## src/rtl/snn_pkg.sv

```systemverilog
// Shared constants and datapath helpers for the spiking-network nodes
// (spike_synapse and the lif neuron).
//
// Helpers operate on 32-bit containers so that any node width up to 31 bits
// can use them; callers cast arguments and results to their own width.
package snn_pkg;

   // Default datapath width for weights, currents and membrane potentials.
   localparam int unsigned SNN_WIDTH        = 8;
   // Default decay shift: each tick removes value >> SNN_DECAY_SHIFT.
   localparam int unsigned SNN_DECAY_SHIFT  = 2;
   // Default number of enabled clock cycles per decay tick.
   localparam int unsigned SNN_DECAY_PERIOD = 4;
   // Width of the observation event counter.
   localparam int unsigned SNN_COUNT_W      = 8;

   // One exponential-decay step: subtract value >> shift.
   // A nonzero value always loses at least 1, so it reaches 0 and never underflows.
   function automatic logic [31:0] decay_step(input logic [31:0] value,
                                              input int unsigned shift);
      logic [31:0] dec;
      dec = value >> shift;
      if ((value != 32'd0) && (dec == 32'd0)) begin
         dec = 32'd1;
      end
      return value - dec;
   endfunction

   // Unsigned add of two width-bit values, clipped at 2^width-1.
   function automatic logic [31:0] sat_add(input logic [31:0] a,
                                           input logic [31:0] b,
                                           input int unsigned width);
      logic [32:0] sum;
      logic [32:0] lim;
      sum = {1'b0, a} + {1'b0, b};
      lim = (33'd1 << width) - 33'd1;
      return (sum > lim) ? lim[31:0] : sum[31:0];
   endfunction

   // Carry-out of the width-bit add performed by sat_add.
   function automatic logic add_carry(input logic [31:0] a,
                                      input logic [31:0] b,
                                      input int unsigned width);
      logic [32:0] sum;
      logic [32:0] lim;
      sum = {1'b0, a} + {1'b0, b};
      lim = (33'd1 << width) - 33'd1;
      return (sum > lim);
   endfunction

endpackage

```

## src/rtl/decay_prescaler.sv

```systemverilog
// Decay/leak prescaler: counts enabled cycles and raises tick_c on the last
// cycle of each PERIOD-cycle window.
//
// Ports:
//   clk    - clock, rising edge
//   rst    - synchronous reset, active-high; counter returns to 0
//   ena    - count enable; counter holds and tick_c is low when 0
//   tick_c - combinational tick, high when the counter sits at PERIOD-1 and ena=1
module decay_prescaler
   import snn_pkg::*;
#(
   parameter int unsigned PERIOD = SNN_DECAY_PERIOD   // must be >= 1
) (
   input  logic clk,
   input  logic rst,
   input  logic ena,
   output logic tick_c
);

   localparam int unsigned PW = (PERIOD > 1) ? $clog2(PERIOD) : 1;
   localparam logic [PW-1:0] LAST = PW'(PERIOD - 1);

   logic [PW-1:0] presc;

   // With PERIOD=1, LAST is 0 and the counter never leaves 0: tick every enabled cycle.
   assign tick_c = ena && (presc == LAST);

   // Counter wraps to 0 on the tick cycle.
   always_ff @(posedge clk) begin
      if (rst) begin
         presc <= '0;
      end else if (ena) begin
         presc <= tick_c ? '0 : presc + PW'(1);
      end
   end

endmodule

```

## src/rtl/spike_synapse.sv

```systemverilog
// Synapse node: converts a spike train into a WIDTH-bit drive current.
// Each rising edge of spike_in adds weight (saturating); the current decays
// exponentially on each prescaler tick. Decay is applied before the add.
//
// Ports:
//   clk         - clock, rising edge
//   rst         - synchronous reset, active-high (overrides ena and count_clr)
//   ena         - update enable; edge history still tracks spike_in when low
//   spike_in    - upstream spike, same clock domain, may be multi-cycle
//   weight      - unsigned weight, sampled in the cycle an event is detected
//   count_clr   - synchronous clear of spike_count
//   current_out - registered synaptic current
//   spike_event - one-cycle pulse per accepted event
//   sat         - one-cycle pulse when an add clipped at max
//   spike_count - accepted events, wraps modulo 256
module spike_synapse
   import snn_pkg::*;
#(
   parameter int unsigned WIDTH        = SNN_WIDTH,
   parameter int unsigned DECAY_SHIFT  = SNN_DECAY_SHIFT,   // 1..WIDTH-1
   parameter int unsigned DECAY_PERIOD = SNN_DECAY_PERIOD   // >= 1
) (
   input  logic                   clk,
   input  logic                   rst,
   input  logic                   ena,
   input  logic                   spike_in,
   input  logic [WIDTH-1:0]       weight,
   input  logic                   count_clr,
   output logic [WIDTH-1:0]       current_out,
   output logic                   spike_event,
   output logic                   sat,
   output logic [SNN_COUNT_W-1:0] spike_count
);

   logic                   spike_prev;
   logic                   tick_c;
   logic                   event_c;
   logic                   carry_c;
   logic [WIDTH-1:0]       decayed_c;
   logic [WIDTH-1:0]       next_current_c;
   logic [SNN_COUNT_W-1:0] next_count_c;

   // Decay timing.
   decay_prescaler #(
      .PERIOD (DECAY_PERIOD)
   ) u_prescaler (
      .clk    (clk),
      .rst    (rst),
      .ena    (ena),
      .tick_c (tick_c)
   );

   // Edge detect; an edge seen while disabled is consumed, not deferred.
   assign event_c = spike_in & ~spike_prev & ena;

   // Datapath: decay on tick, then saturating add on event.
   always_comb begin
      decayed_c      = current_out;
      next_current_c = current_out;
      carry_c        = 1'b0;
      if (tick_c) begin
         decayed_c = WIDTH'(decay_step(32'(current_out), DECAY_SHIFT));
      end
      next_current_c = decayed_c;
      if (event_c) begin
         next_current_c = WIDTH'(sat_add(32'(decayed_c), 32'(weight), WIDTH));
         carry_c        = add_carry(32'(decayed_c), 32'(weight), WIDTH);
      end
   end

   // Event counter: a clear coinciding with an event counts that event.
   always_comb begin
      next_count_c = spike_count;
      if (count_clr) begin
         next_count_c = event_c ? SNN_COUNT_W'(1) : '0;
      end else if (event_c) begin
         next_count_c = spike_count + SNN_COUNT_W'(1);
      end
   end

   // State and registered outputs.
   always_ff @(posedge clk) begin
      if (rst) begin
         current_out <= '0;
         spike_prev  <= 1'b0;
         spike_count <= '0;
         spike_event <= 1'b0;
         sat         <= 1'b0;
      end else begin
         spike_prev  <= spike_in;
         spike_event <= event_c;
         sat         <= carry_c;
         spike_count <= next_count_c;
         if (ena) begin
            current_out <= next_current_c;
         end
      end
   end

endmodule

```

## config.mk

```make
export PLATFORM = sky130hd
export DESIGN_NAME = spike_synapse
export DESIGN_NICKNAME = d
export VERILOG_FILES = /design/src/rtl/snn_pkg.sv /design/src/rtl/decay_prescaler.sv /design/src/rtl/spike_synapse.sv
export SDC_FILE = /design/constraint.sdc
export NUM_CORES = 1
export LEC_CHECK = 0
export CORE_MARGIN = 4
export CORE_UTILIZATION = 55
export CTS_BUF_LIST = sky130_fd_sc_hd__clkbuf_4 sky130_fd_sc_hd__clkbuf_8
export CTS_CLUSTER_SIZE = 8
export DETAILED_ROUTE_END_ITERATION = 6
export PLACE_DENSITY = 0.83
export SKIP_LAST_GASP = 1
export SLEW_MARGIN = 30
export SYNTH_ARGS = -nofsm -noshare
export SYNTH_HDL_FRONTEND = slang
export SYNTH_SLANG_ARGS = --single-unit
```

## constraint.sdc

```tcl
create_clock -name clk -period 7.25 [get_ports clk]
set_input_delay 0.725 -clock clk [delete_from_list [all_inputs] [get_ports clk]]
set_output_delay 0.725 -clock clk [all_outputs]
set_load 0.02 [all_outputs]
```

Yosys cells after proc, flatten, opt, wreduce, memory -nomap -nowiden
Index checks and enable logic that the tools add are counted.
- register bits after elaboration: 21
- input bits: 13
- output and inout port bits: 18
- logic and storage cells: 31
- add/subtract/negate cells: 4
- order comparisons: 1
- eq/ne operators: 1
- muxes and demuxes: 9
- bitwise gates (word level): 4
- reduce and logical (&&, ||, !) cells: 6
- operators with widths (cell ; number):
    8-bit two-way mux ; 6
    32-bit zero test ; 1
    8-bit by 8-bit adder with 9-bit output ; 1
    9-bit by 8-bit greater-than comparator with 1-bit output (second input constant) ; 1
    8-bit by 1-bit adder with 8-bit output (second input constant) ; 1
    8-bit nonzero test ; 1
    8-bit subtractor ; 1
    6-bit two-way mux ; 1
    2-bit by 1-bit adder with 2-bit output (second input constant) ; 1
    1-bit bitwise AND ; 2
    2-bit equality test (second input constant) ; 1
    1-bit logical AND ; 2
    2-bit two-way mux ; 1
    1-bit NOT ; 2
    2-bit nonzero test ; 1
    2-bit OR reduction ; 1
    1-bit two-way mux ; 1

Depth between registers and ports, before layout
- word-level depth: 10
- depth in mapped cells: 16

By module
Synthesis repeated with hierarchy kept, for this count alone.
- cell total of the unflattened synthesis: 206
- area total of the unflattened synthesis: 1697.9 um2
- modules (own cells, without submodules) (module ; times used ; cells an instance ; area an instance (um2)):
    spike_synapse ; 1 ; 197 ; 1605.3
    decay_prescaler ; 1 ; 9 ; 92.6

Worst setup path before layout
No wires, ideal clock.
- path kind: register to register
- start point: register current_out[1]
- end point: register current_out[5]
- setup time: 0.119 ns
- arrival time: 3.307 ns
- required time: 7.131 ns
- path slack: 3.824 ns
- stages on the path, launching flop included: 16
- buffers on the path: 0
- period minus slack after synthesis: 3.426 ns
- cells stage by stage: dfxtp_1 -> nor2_1 -> nor3_1 -> a41o_1 -> ha_1 -> inv_1 -> fa_1 -> a21o_1 -> a21boi_0 -> o21ai_0 -> xnor2_1 -> ha_1 -> a2111o_1 -> o22a_2 -> nand2b_4 -> o221a_1
- longest elaborated chain between the ends: 10
- RTL lines (item ; RTL line ; RTL):
    from (decl) ; spike_synapse.sv:29 ; output logic [WIDTH-1:0] current_out,
    from (signal assigned) ; spike_synapse.sv:95 ; current_out <= next_current_c;
    8-bit nonzero test ; snn_pkg.sv:23 ; if ((value != 32'd0) && (dec == 32'd0)) begin
    1-bit logical AND ; snn_pkg.sv:23 ;
    6-bit two-way mux ; snn_pkg.sv:23 ;
    8-bit two-way mux ; spike_synapse.sv:61 ; if (tick_c) begin
    8-bit subtractor ; snn_pkg.sv:26 ; return value - dec;
    8-bit two-way mux (*) ; spike_synapse.sv:61 ;
    8-bit by 8-bit adder with 9-bit output ; snn_pkg.sv:35 ; sum = {1'b0, a} + {1'b0, b};
    9-bit by 8-bit greater-than comparator with 1-bit output ; snn_pkg.sv:37 ; return (sum > lim) ? lim[31:0] : sum[31:0];
    8-bit two-way mux ; snn_pkg.sv:37 ;
    8-bit two-way mux (*) ; spike_synapse.sv:65 ; if (event_c) begin
Every way passes the cells marked *; elsewhere a longest branch is shown, timed or not. The select of a mux whose other input is x is not followed.
A chain may end at the register's enable or synchronous reset.

Worst setup path in the final report
- start point: register current_out[1]
- end point: register current_out[3]
Same word-level chain as after synthesis.

==> impl_metrics.json <==
{
  "drc_errors": 0,
  "synth_area_per_cell_um2": 8.27,
  "synth_top_cell_area_share_pct": 24.4,
  "die_area_um2": 4090,
  "yosysTopAreaCell": "dfxtp_1",
  "antenna_left": 0,
  "power_leakage_nw": 0.789,
  "nets": 268,
  "worst_setup_path_start_kind": "flop",
  "ys_top_cells_by_area": "dfxtp_1 24%, ha_1 12%, nor2_1 6.3%",
  "post-route-min-period_ns": 3.77,
  "slew_headroom_pct": 57.5,
  "finalMaxSlewViolations": 0,
  "critPathRequiredTime_ns": 7.47,
  "path_clk_slew_ns": 0.14,
  "ioPinCount": 31,
  "first_iter_violations": 69,
  "ys_seq_area_share_pct": 24.4,
  "place_hpwl_um": 3260,
  "drive_gt1_share_pct": 6.36,
  "synth_common_cells": "29 x nor2_1, 21 x dfxtp_1, 16 x ha_1, 14 x nand2_1, 13 x inv_1",
  "max_freq_mhz": 265,
  "post-synth-top-count-cell": "nor2_1",
  "start_util_pct": 56.8,
  "ys_types": 54,
  "die_x_um": 63.9,
  "fin_crit_sh_pct": 52.0,
  "ir_worst_vdd_mv": 0.146,
  "rsz0062_at_grt": "false",
  "synth_edf_count": 0,
  "clk-insertion-delay-late_ns": 0.32,
  "die_y_um": 63.9,
  "fp.coreArea_um2": 3030,
  "clk_path_buf_depth": 2,
  "grt_remaining_overflow": 0,
  "post_cts_buffers": 0,
  "antenna_cells": 0,
  "antenna_found_initial": 0,
  "async_reset_ff_share_pct": 0,
  "yosys_warnings": 0,
  "gp_congestion": 0.906,
  "finalClockSkew_ns": 0.00991,
  "placed_cells": 276,
  "worstMarginPinSlew_ns": 0.635,
  "setup_viol": 0,
  "syn2layout_area_growth_pct": 20.3,
  "rows": 20,
  "grt_pass1_vias": 1544,
  "setup_tns_ns": 0,
  "place_ws_ns": 3.33,
  "cts_hold_buf": 0,
  "arrival_ns": 3.98,
  "cp-end-kind": "flop",
  "clock-sinks": 21,
  "cts_buffers": 3,
  "ctsResizeCount": 0,
  "hp-class": "flop to flop",
  "drt-total-wl_um": 3990,
  "cap_viol_max_count": 0,
  "powerDensity_nw_per_um2": 158,
  "io_buffers": 30,
  "first_pass_iters": 4,
  "layout.cells.non_filler": 280,
  "fillers": 266,
  "cts_root_buf": "clkbuf_4",
  "crit_type": "flop to flop",
  "synth_fp_nets": 239,
  "ys_seq_elements": 21,
  "htree_levels": 1,
  "synth_cells": 208,
  "grt_pass1_wl_um": 7270,
  "syn_area_um2": 1720,
  "via_per_inst": 5.58,
  "fin_ws_ns": 3.48,
  "avgRoutedWirePerCell_um": 14.2,
  "cts_tree": "done",
  "final_hold_viol_count": 0,
  "grt_max_degree": 19,
  "ys.flop_type": "dfxtp_1",
  "outcome": "complete, no violations",
  "critPathMaxFanout": 7,
  "grt.total_usage_pct": 21.9,
  "vias": 1561
}
worst paths after layout:
path / from / endpoint / slack [ns] / cells after the start
worst min-delay path: spike_count[1] / spike_count[1] / 0.52 / 2
worst max-delay path: current_out[1] / current_out[3] / 3.48 / 15
worst max register to register: current_out[1] / current_out[3] / 3.48 / 15
worst min register to register: spike_count[1] / spike_count[1] / 0.52 / 2
sequential cells by signal, summed over array words and instances (netlist names):
register and count:
spike_prev 1, spike_event 1, sat 1, u_prescaler.presc 2
current_out 8, spike_count 8
report_power, final:
| part | total [W] | switching, W | internal (W) |
|---|---|---|---|
| sequential | 0.000129 | 0.00000742 | 0.000121 |
| clock | 0.0000614 | 0.0000404 | 0.0000211 |
| combinational | 0.000136 | 0.0000754 | 0.0000610 |
| total | 0.000326 | 0.000123 | 0.000203 |
routing by layer:
metal / GRT usage (%) / vias to the layer above / share of wire (%) / wire (um)
met1: 29.9 / 723 / 47 / 1870
met3: 3.69 / 4 / 3.2 / 127
met2: 36.1 / 36 / 49 / 1950
met4: 4.58 / 0 / 0.95 / 38
li1: - / 798 / - / -
met5: 0 / - / 0 / 0
through the flow:
step                hold slack (ns)  utilization [%]  cell area [um2]  power [W]
detailed placement            0.490             67.4             2040   0.000266
CTS                           0.511             68.3             2070   0.000326
floorplan                     0.465                -             1720   0.000229
finish                        0.516             68.3             2070   0.000326
global route                  0.553             68.3             2070   0.000351
global placement              0.481             67.4             2040   0.000266
layout by cell type (no fill, tap or decap), drive strengths merged, types with 2 or more instances in the layout:
master          n
nor2b           4
xnor2          10
o22a            2
o32ai           2
and3b           2
and2            2
o2111ai         2
mux2i           3
a2111oi         2
a211oi          3
o21ai          11
nand3           5
clkbuf          3
a21boi          2
inv            13
fa              2
nor3            6
ha             16
a21oi          12
o211ai          2
nand2          14
nand4           2
dfxtp          21
o221a           2
nor2           31
clkdlybuf4s50  30
nand2b          7
xor2            6
a21o            2
worst max-delay path: stages, from the launching register on:
cell	delay, ns
dfxtp_1	0.49
nor2_1	0.07
nor3_1	0.13
a41o_1	0.20
ha_1	0.15
inv_1	0.05
fa_1	0.41
a21o_1	0.19
a21boi_0	0.40
o21ai_0	0.17
xnor2_1	0.16
ha_1	0.23
a2111o_1	0.37
o22a_2	0.28
nand2b_4	0.17
o221a_1	0.22
cell type report:
| type | instances | area [um2] | share of cell area, % |
|---|---|---|---|
| Clock buffer | 3 | 22.5 | 1.09 |
| Clock inverter | 1 | 7.51 | 0.363 |
| Inverter | 13 | 48.8 | 2.36 |
| Multi-Input combinational cell | 168 | 1210 | 58.7 |
| Sequential cell | 21 | 420 | 20.3 |
| Tap cell | 44 | 55.1 | 2.66 |
| Timing Repair Buffer | 30 | 300 | 14.5 |
logic make-up after synthesis:
logic type	share of synthesized area, %
xor gates and xnor gates	8.15
adders and majority gates	14.0
buffers and inverters	4.95
DFF	24.4
and+or+nand+nor	23.9
muxes	2.62
AOI/OAI and AO/OA	22.0
(Power assumes the default switching activity.)
